`src/rtl/datapath_seq.sv`:
```
// Sequencer that drives the 4-bit ALU datapath through load A, load B, execute and capture.
// Optional macro DATAPATH_SEQ_ACCUM_EN adds cmd_acc: LOAD_A then takes A from the datapath feedback path.
module datapath_seq #(
   parameter int                  WIDTH       = 4,
   parameter int                  OP_W        = 3,
   parameter int                  EXEC_CYCLES = 1,
   parameter logic [OP_W-1:0]     OP_IDLE     = '0
) (
   input  logic             clk,
   input  logic             rst,
   input  logic             cmd_valid,
   output logic             cmd_ready,
   input  logic [OP_W-1:0]  cmd_op,
   input  logic [WIDTH-1:0] cmd_a,
   input  logic [WIDTH-1:0] cmd_b,
`ifdef DATAPATH_SEQ_ACCUM_EN
   input  logic             cmd_acc,
`endif
   output logic [WIDTH-1:0] dados,
   output logic             sel21,
   output logic             sel12,
   output logic [OP_W-1:0]  operacao,
   input  logic [WIDTH-1:0] resultado,
   input  logic             carry_out,
   output logic             res_valid,
   input  logic             res_ready,
   output logic [WIDTH-1:0] res_data,
   output logic             res_carry
);

   typedef enum logic [2:0] {
      IDLE   = 3'd0,
      LOAD_A = 3'd1,
      LOAD_B = 3'd2,
      EXEC   = 3'd3,
      DONE   = 3'd4
   } state_t;

   localparam logic [3:0] EXEC_LAST = 4'(EXEC_CYCLES - 1);

   state_t           state;
   logic [3:0]       cnt;
   logic [OP_W-1:0]  op_q;
   logic [WIDTH-1:0] b_q;
   logic             accept;

   // Valid/ready: a transfer happens on a rising edge where both valid and ready are high;
   // the producer holds its payload stable until that edge, ready may depend on the consumer.
   assign cmd_ready = (state == IDLE) || ((state == DONE) && res_ready);
   assign accept    = cmd_valid && cmd_ready;

   always_ff @(posedge clk or posedge rst) begin
      if (rst) begin
         state     <= IDLE;
         cnt       <= 4'd0;
         op_q      <= OP_IDLE;
         b_q       <= '0;
         dados     <= '0;
         sel21     <= 1'b1;
         sel12     <= 1'b0;
         operacao  <= OP_IDLE;
         res_valid <= 1'b0;
         res_data  <= '0;
         res_carry <= 1'b0;
      end else if (accept) begin
         // Outputs for LOAD_A are set on the accept edge so they are valid during LOAD_A.
         op_q      <= cmd_op;
         b_q       <= cmd_b;
         state     <= LOAD_A;
         res_valid <= 1'b0;
         sel12     <= 1'b0;
         operacao  <= OP_IDLE;
`ifdef DATAPATH_SEQ_ACCUM_EN
         if (cmd_acc) begin
            dados <= '0;
            sel21 <= 1'b1;
         end else begin
            dados <= cmd_a;
            sel21 <= 1'b0;
         end
`else
         dados <= cmd_a;
         sel21 <= 1'b0;
`endif
      end else begin
         case (state)
            LOAD_A: begin
               state <= LOAD_B;
               dados <= b_q;
               sel21 <= 1'b0;
               sel12 <= 1'b1;
            end
            LOAD_B: begin
               state    <= EXEC;
               dados    <= '0;
               sel21    <= 1'b1;
               sel12    <= 1'b0;
               operacao <= op_q;
               cnt      <= 4'd0;
            end
            EXEC: begin
               if (cnt == EXEC_LAST) begin
                  state     <= DONE;
                  res_data  <= resultado;
                  res_carry <= carry_out;
                  res_valid <= 1'b1;
                  operacao  <= OP_IDLE;
                  cnt       <= 4'd0;
               end else begin
                  cnt <= cnt + 4'd1;
               end
            end
            DONE: begin
               if (res_ready) begin
                  state     <= IDLE;
                  res_valid <= 1'b0;
               end
            end
            default: state <= IDLE;
         endcase
      end
   end

endmodule

```
`config.mk`:
```
export PLATFORM = sky130hd
export DESIGN_NAME = datapath_seq
export DESIGN_NICKNAME = d
export VERILOG_FILES = /design/src/rtl/datapath_seq.sv
export SDC_FILE = /design/constraint.sdc
export NUM_CORES = 1
export LEC_CHECK = 0
export ABC_AREA = 0
export CELL_PAD_IN_SITES_DETAIL_PLACEMENT = 1
export CELL_PAD_IN_SITES_GLOBAL_PLACEMENT = 1
export CORE_MARGIN = 5
export CORE_UTILIZATION = 38
export CTS_BUF_LIST = sky130_fd_sc_hd__clkbuf_8
export DETAILED_ROUTE_END_ITERATION = 7
export MAX_ROUTING_LAYER = met4
export PLACE_DENSITY = 0.87
export SLEW_MARGIN = 10
export SYNTH_ARGS = -nofsm -noshare
export SYNTH_HDL_FRONTEND = slang
export SYNTH_SLANG_ARGS = --single-unit
```
`constraint.sdc`:
```
create_clock -name clk -period 2.1 [get_ports clk]
set_input_delay 0.525 -clock clk [delete_from_list [all_inputs] [get_ports clk]]
set_output_delay 0.525 -clock clk [all_outputs]
set_load 0.01 [all_outputs]
```
==> out/qor.yml, run 1 <==
cts_resized: 1
drt_iter0_drc: 41
grt_max_degree: 24
finalSetupViolations: 0
post_cts_buffers: 0
via_count: 1062
crit_slowest_cell: "clkdlybuf4s50_1"
drc: 0
status: "complete, no violations"
path_max_fanout: 2
skew_ps: 7.36
max_slew_margin_pct: 70.4
power_density_nw_per_um2: 1490
cap_violations: 0
final_cells: 203
core_area_um2: 3340
ir_worst_vdd_mv: 0.762
crit_cells: 4
dp_hpwl_um: 2610
grt_pass1_wl_um: 5940
arrival_ps: 1390
die_area_um2: 4690
yosysSeqAreaShare_pct: 55.9
cp.required_ps: 1570
dp_cells: 195
finalCriticalPeriod_ps: 1910
total_power_w: 0.00279
diodes: 0
row_count: 21
grt-ovfl-total: 0
clk_pin_slew_ps: 60
vias_per_cell: 5.23
routed_wl_um: 3620
drtAntennaViolNets: 0
cts_tree: "yes"
firstDrtPassIters: 4
ioPinCount: 36
startpoint_type: "primary input"
nets: 178
crit_family: "buffers and inverters"
layout_commonest_cell: "clkdlybuf4s50_1"
ys_types: 32
drive_above_1_share_pct: 19.7
max_stage_delay_ps: 480
fin_crit_sh_pct: 91.1
hold_buffers: 0
rsz0062_at_grt: "no"
synthToLayoutAreaGrowth_pct: 43.5
worst-setup-path-type: "primary input to output port"
mostFrequentLayoutCells: "clkdlybuf4s50_1, dfrtp_1, mux2_2"
syn_nets: 133
initial_core_util_pct: 39.0
wl_per_cell_um: 17.8
cp_cell_sequence: "clkdlybuf4s50_1 > nor2b_1 > nor3_1 > clkbuf_2"
syn_area_um2: 1300
reg2regPathDepth: 6
ctsHtreeMaxLevel: 2
port_buffers: 35
cts_buffers: 5
die_x_um: 68.5
worst_pin_slew_ps: 439
clkLatencyLatePin_ps: 280
root_buffer: "clkbuf_8"
place_congestion: 0.722
synth_cells: 111
synth-seq-cells: 29
fmax_ghz: 0.523
cts_max_path_buffers: 2
grt_usage_pct: 18.2
hp-class: "primary input to async pin"
chipHeight_um: 68.5
ys_warn_count: 0
critPathBufInv: 2
slew_violations: 0
p_leak_nw: 0.810
grt_pass1_vias: 1219
end_kind: "output port"
cts.sinks: 29
avgSynthCellArea_um2: 11.7
finalHoldViolations: 0
antenna_found_initial: 0
through the flow:
step	utilization [%]	setup slack (ps)	setup TNS, ps	area (um^2)	hold slack (ps)
after floorplan	-	517	0	1300	472
after global placement	52.6	-198	-198	1750	482
after detailed placement	52.6	-214	-214	1750	498
after CTS	56.0	71.9	0	1870	499
after global routing	55.9	91.7	0	1870	531
final	55.9	187	0	1870	507
power breakdown:
| group | switching, W | internal, W |
|---|---|---|
| clock | 0.000213 | 0.000381 |
| combinational | 0.000599 | 0.000653 |
| sequential | 0.000141 | 0.000799 |
flip-flops by register name, indices dropped and copies added, names as in the netlist:
name,flops
op_q,3
res_data,4
dados,4
cnt,4
sel12,1
res_carry,1
sel21,1
res_valid,1
b_q,4
state,3
operacao,3
worst paths after layout:
path,start,endpoint,slack [ps]
worst max-delay path,res_ready,cmd_ready,190
worst min-delay path,rst,res_data[3],510
worst max register to register,cnt[0],res_carry,270
worst min register to register,b_q[0],b_q[0],510
max in group asynchronous,rst,sel21,1070
min in group clk,b_q[0],b_q[0],510
layer usage:
| layer | global-route usage (%) | wire length [um] | up-vias |
|---|---|---|---|
| li1 | - | - | 487 |
| met1 | 20.7 | 1500 | 528 |
| met2 | 30.2 | 1900 | 34 |
| met3 | 4.38 | 129 | 13 |
| met4 | 8.19 | 90 | 0 |
| met5 | - | 0 | - |
cells in the mapped netlist, drive strengths merged:
cell	count	area [um^2]
and2b	1	7.51
o21bai	1	7.51
dfstp	1	26.3
nor3	2	10.0
nor2	7	26.3
a2bb2oi	1	8.76
buf	3	27.5
nand2	6	25.0
a21oi	5	25.0
and2	1	7.51
mux2	12	139
o21ai	9	45.0
ha	2	25.0
nand2b	3	18.8
clkbuf	1	3.75
and3	4	25.0
o211ai	1	7.51
nand3	3	15.0
nor4	1	21.3
nor3b	1	7.51
a22oi	3	22.5
a221o	4	40.0
a211oi	1	7.51
dfrtp	28	701
nor2b	1	6.26
o22ai	1	6.26
or3	1	6.26
inv	6	22.5
a22o	1	8.76
cells by family (layout without fill, tap and decap cells):
group                      after synthesis  after routing  synth area share (%)
adders and majority gates                2              2                  1.92
buffers and inverters                   10             56                  4.14
muxes                                   12             12                  10.7
and+or+nand+nor                         31             31                  13.6
AOI/OAI and AO/OA                       27             27                  13.8
DFF                                     29             29                  55.9
final cells by class:
class	instances	area, um^2
multi-input combinational	72	519
timing repair buffer	42	423
clock buffer	6	82.6
tap	46	57.6
clock inverter	2	33.8
sequential	29	727
fill	377	1470
inverter	6	22.5
(Power assumes the default switching activity.)
==> run 2: changes to the inputs <==
Settings changed: CELL_PAD_IN_SITES_DETAIL_PLACEMENT 1 to 0, CORE_UTILIZATION 38 to 41, PLACE_DENSITY 0.87 to 0.92.
Clock period 2.1 ns to 2.22 ns, I/O delays scaled along.
==> out/qor.yml, run 2 (synthesis gave the netlist of run 1 again) <==
drt_iter0_drc: 66  # was 41
hp-class: "flop to flop"  # was primary input to async pin
max_slew_margin_pct: 73.5  # was 70.4%
die_area_um2: 4400  # was 4690 um^2
cts_resized: 1  # unchanged
crit_family: "buffers and inverters"  # unchanged
die_x_um: 66.3  # was 68.5 um
wl_per_cell_um: 13.7  # was 17.8 um
slew_violations: 0  # unchanged
power_density_nw_per_um2: 1310  # was 1490 nW/um^2
status: "complete, no violations"  # unchanged
ioPinCount: 36  # unchanged
post_cts_buffers: 0  # unchanged
cts_max_path_buffers: 2  # unchanged
chipHeight_um: 66.3  # was 68.5 um
firstDrtPassIters: 4  # unchanged
grt-ovfl-total: 0  # unchanged
highest_layer: "met4"  # unchanged
cp_cell_sequence: "clkdlybuf4s50_1 > nor2b_1 > nor3_1 > dlygate4sd2_1"  # was clkdlybuf4s50_1 > nor2b_1 > nor3_1 > clkbuf_2
setup_tns_ps: 0  # unchanged
clkLatencyLatePin_ps: 270  # was 280 ps
grt_pass1_vias: 1061  # was 1219
drtAntennaViolNets: 0  # unchanged
arrival_ps: 1500  # was 1390 ps
critPathBufInv: 2  # unchanged
worst_pin_slew_ps: 394  # was 439 ps
critPathLaunch: "res_ready"  # unchanged
ctsHtreeMaxLevel: 2  # unchanged
initial_core_util_pct: 42.6  # was 39.0%
grt_pass1_wl_um: 4940  # was 5940 um
r2r_slack_ps: 520  # was 270 ps
hold_end: "b_q[1]"
routed_wl_um: 2750  # was 3620 um
cap_violations: 0  # unchanged
m1WireLength_um: 1180  # was 1500 um
via_count: 1012  # was 1062
finalSetupViolations: 0  # unchanged
fmax_ghz: 0.486
place_congestion: 0.745  # was 0.722
end_kind: "output port"  # unchanged
fin_ws_ps: 162  # was 187 ps
mostFrequentLayoutCells: "clkdlybuf4s50_1, dfrtp_1, mux2_2"  # unchanged
core_area_um2: 3050  # was 3340 um^2
hold_buffers: 0  # unchanged
cts_tree: "yes"  # unchanged
cts.sinks: 29  # unchanged
antenna_found_initial: 0  # unchanged
rr_startpoint: "cnt[0]"  # unchanged
startpoint_type: "primary input"  # unchanged
vias_per_cell: 5.03  # was 5.23
finalCriticalPeriod_ps: 2060
crit_slowest_cell: "clkdlybuf4s50_1"  # unchanged
grt_max_degree: 30  # was 24
fin_crit_sh_pct: 92.7
p_leak_nw: 0.796  # was 0.810 nW
finalHoldViolations: 0  # unchanged
routed-wl-met2_um: 1340  # was 1900 um
reg2reg_to: "res_data[1]"  # was res_carry
worst-setup-path-type: "primary input to output port"  # unchanged
root_buffer: "clkbuf_8"  # unchanged
nets: 178  # unchanged
drc: 0  # unchanged
hold_start: "b_q[1]"
diodes: 0  # unchanged
skew_ps: 4.98  # was 7.36 ps
rsz0062_at_grt: "no"  # unchanged
cts_buffers: 5  # unchanged
cp.required_ps: 1660  # was 1570 ps
wl_met3_um: 192  # was 129 um
reg2regPathDepth: 6  # unchanged
grt_usage_pct: 15.5  # was 18.2%
port_buffers: 35  # unchanged
synthToLayoutAreaGrowth_pct: 39.8  # was 43.5%
dp_hpwl_um: 2060  # was 2610 um
row_count: 20  # was 21
post-place-ws_ps: -125  # was -214 ps
min_path_cells: 1
drive_above_1_share_pct: 17.8  # was 19.7%
max_stage_delay_ps: 480  # about the same
ir_worst_vdd_mv: 0.623  # was 0.762 mV
clk_pin_slew_ps: 60  # about the same
path_max_fanout: 2  # unchanged
layout_commonest_cell: "clkdlybuf4s50_1"  # unchanged
-- run 2: worst max path at each step --
stage                 to  slack, ps  cells after the start
5_1_grt        cmd_ready         80                      4
2_1_floorplan     b_q[0]        610                      4
6_report       cmd_ready        160                      4
3_5_place_dp   cmd_ready       -120                      4
3_3_place_gp   cmd_ready       -100                      4
4_1_cts        cmd_ready        150                      4
-- run 2: worst register-to-register path: stages (launching register included) --
cell and delay [ps]:
dfrtp_1 420, inv_1 90, ha_1 160, nor3b_1 260, and2_2 250, nand2_2 110, mux2_2 300
-- run 2: final cells by class --
class,count,area [um^2]
timing repair buffer,42,414
clock inverter,3,11.3
clock buffer,5,68.8
fill,279,1230
multi-input combinational,72,519
inverter,6,22.5
tap,44,55.1
sequential,29,727
-- run 2: metal layers --
layer | vias up | track usage, %
met5 | - | -
met4 | 0 | 6.85
met3 | 5 | 5.44
met2 | 34 | 22.1
met1 | 483 | 19.9
li1 | 490 | -
-- run 2: power by group --
part / switching [W] / internal (W) / leakage (nW)
Sequential: 0.000114 / 0.000756 / 0.361
Combinational: 0.000512 / 0.000618 / 0.384
Clock: 0.000176 / 0.000208 / 0.0519
Total: 0.000802 / 0.00158 / 0.796
-- run 2: stage by stage --
step / hold slack [ps] / std cells / area (um^2) / total power, W / util [%]
6_report: 496 / 201 / 1820 / 0.00238 / 59.5
3_3_place_gp: 485 / 193 / 1740 / 0.00199 / 57.0
5_1_grt: 528 / 201 / 1820 / 0.00260 / 59.5
2_1_floorplan: 472 / 111 / 1300 / 0.00156 / -
4_1_cts: 503 / 201 / 1820 / 0.00241 / 59.5
3_5_place_dp: 493 / 193 / 1740 / 0.00203 / 57.0
==> run 3: changes to the inputs <==
Settings changed: SLEW_MARGIN 10 to 40.
==> results of run 3 <==
Final layout, timing and power as in run 2 (identical DEF).
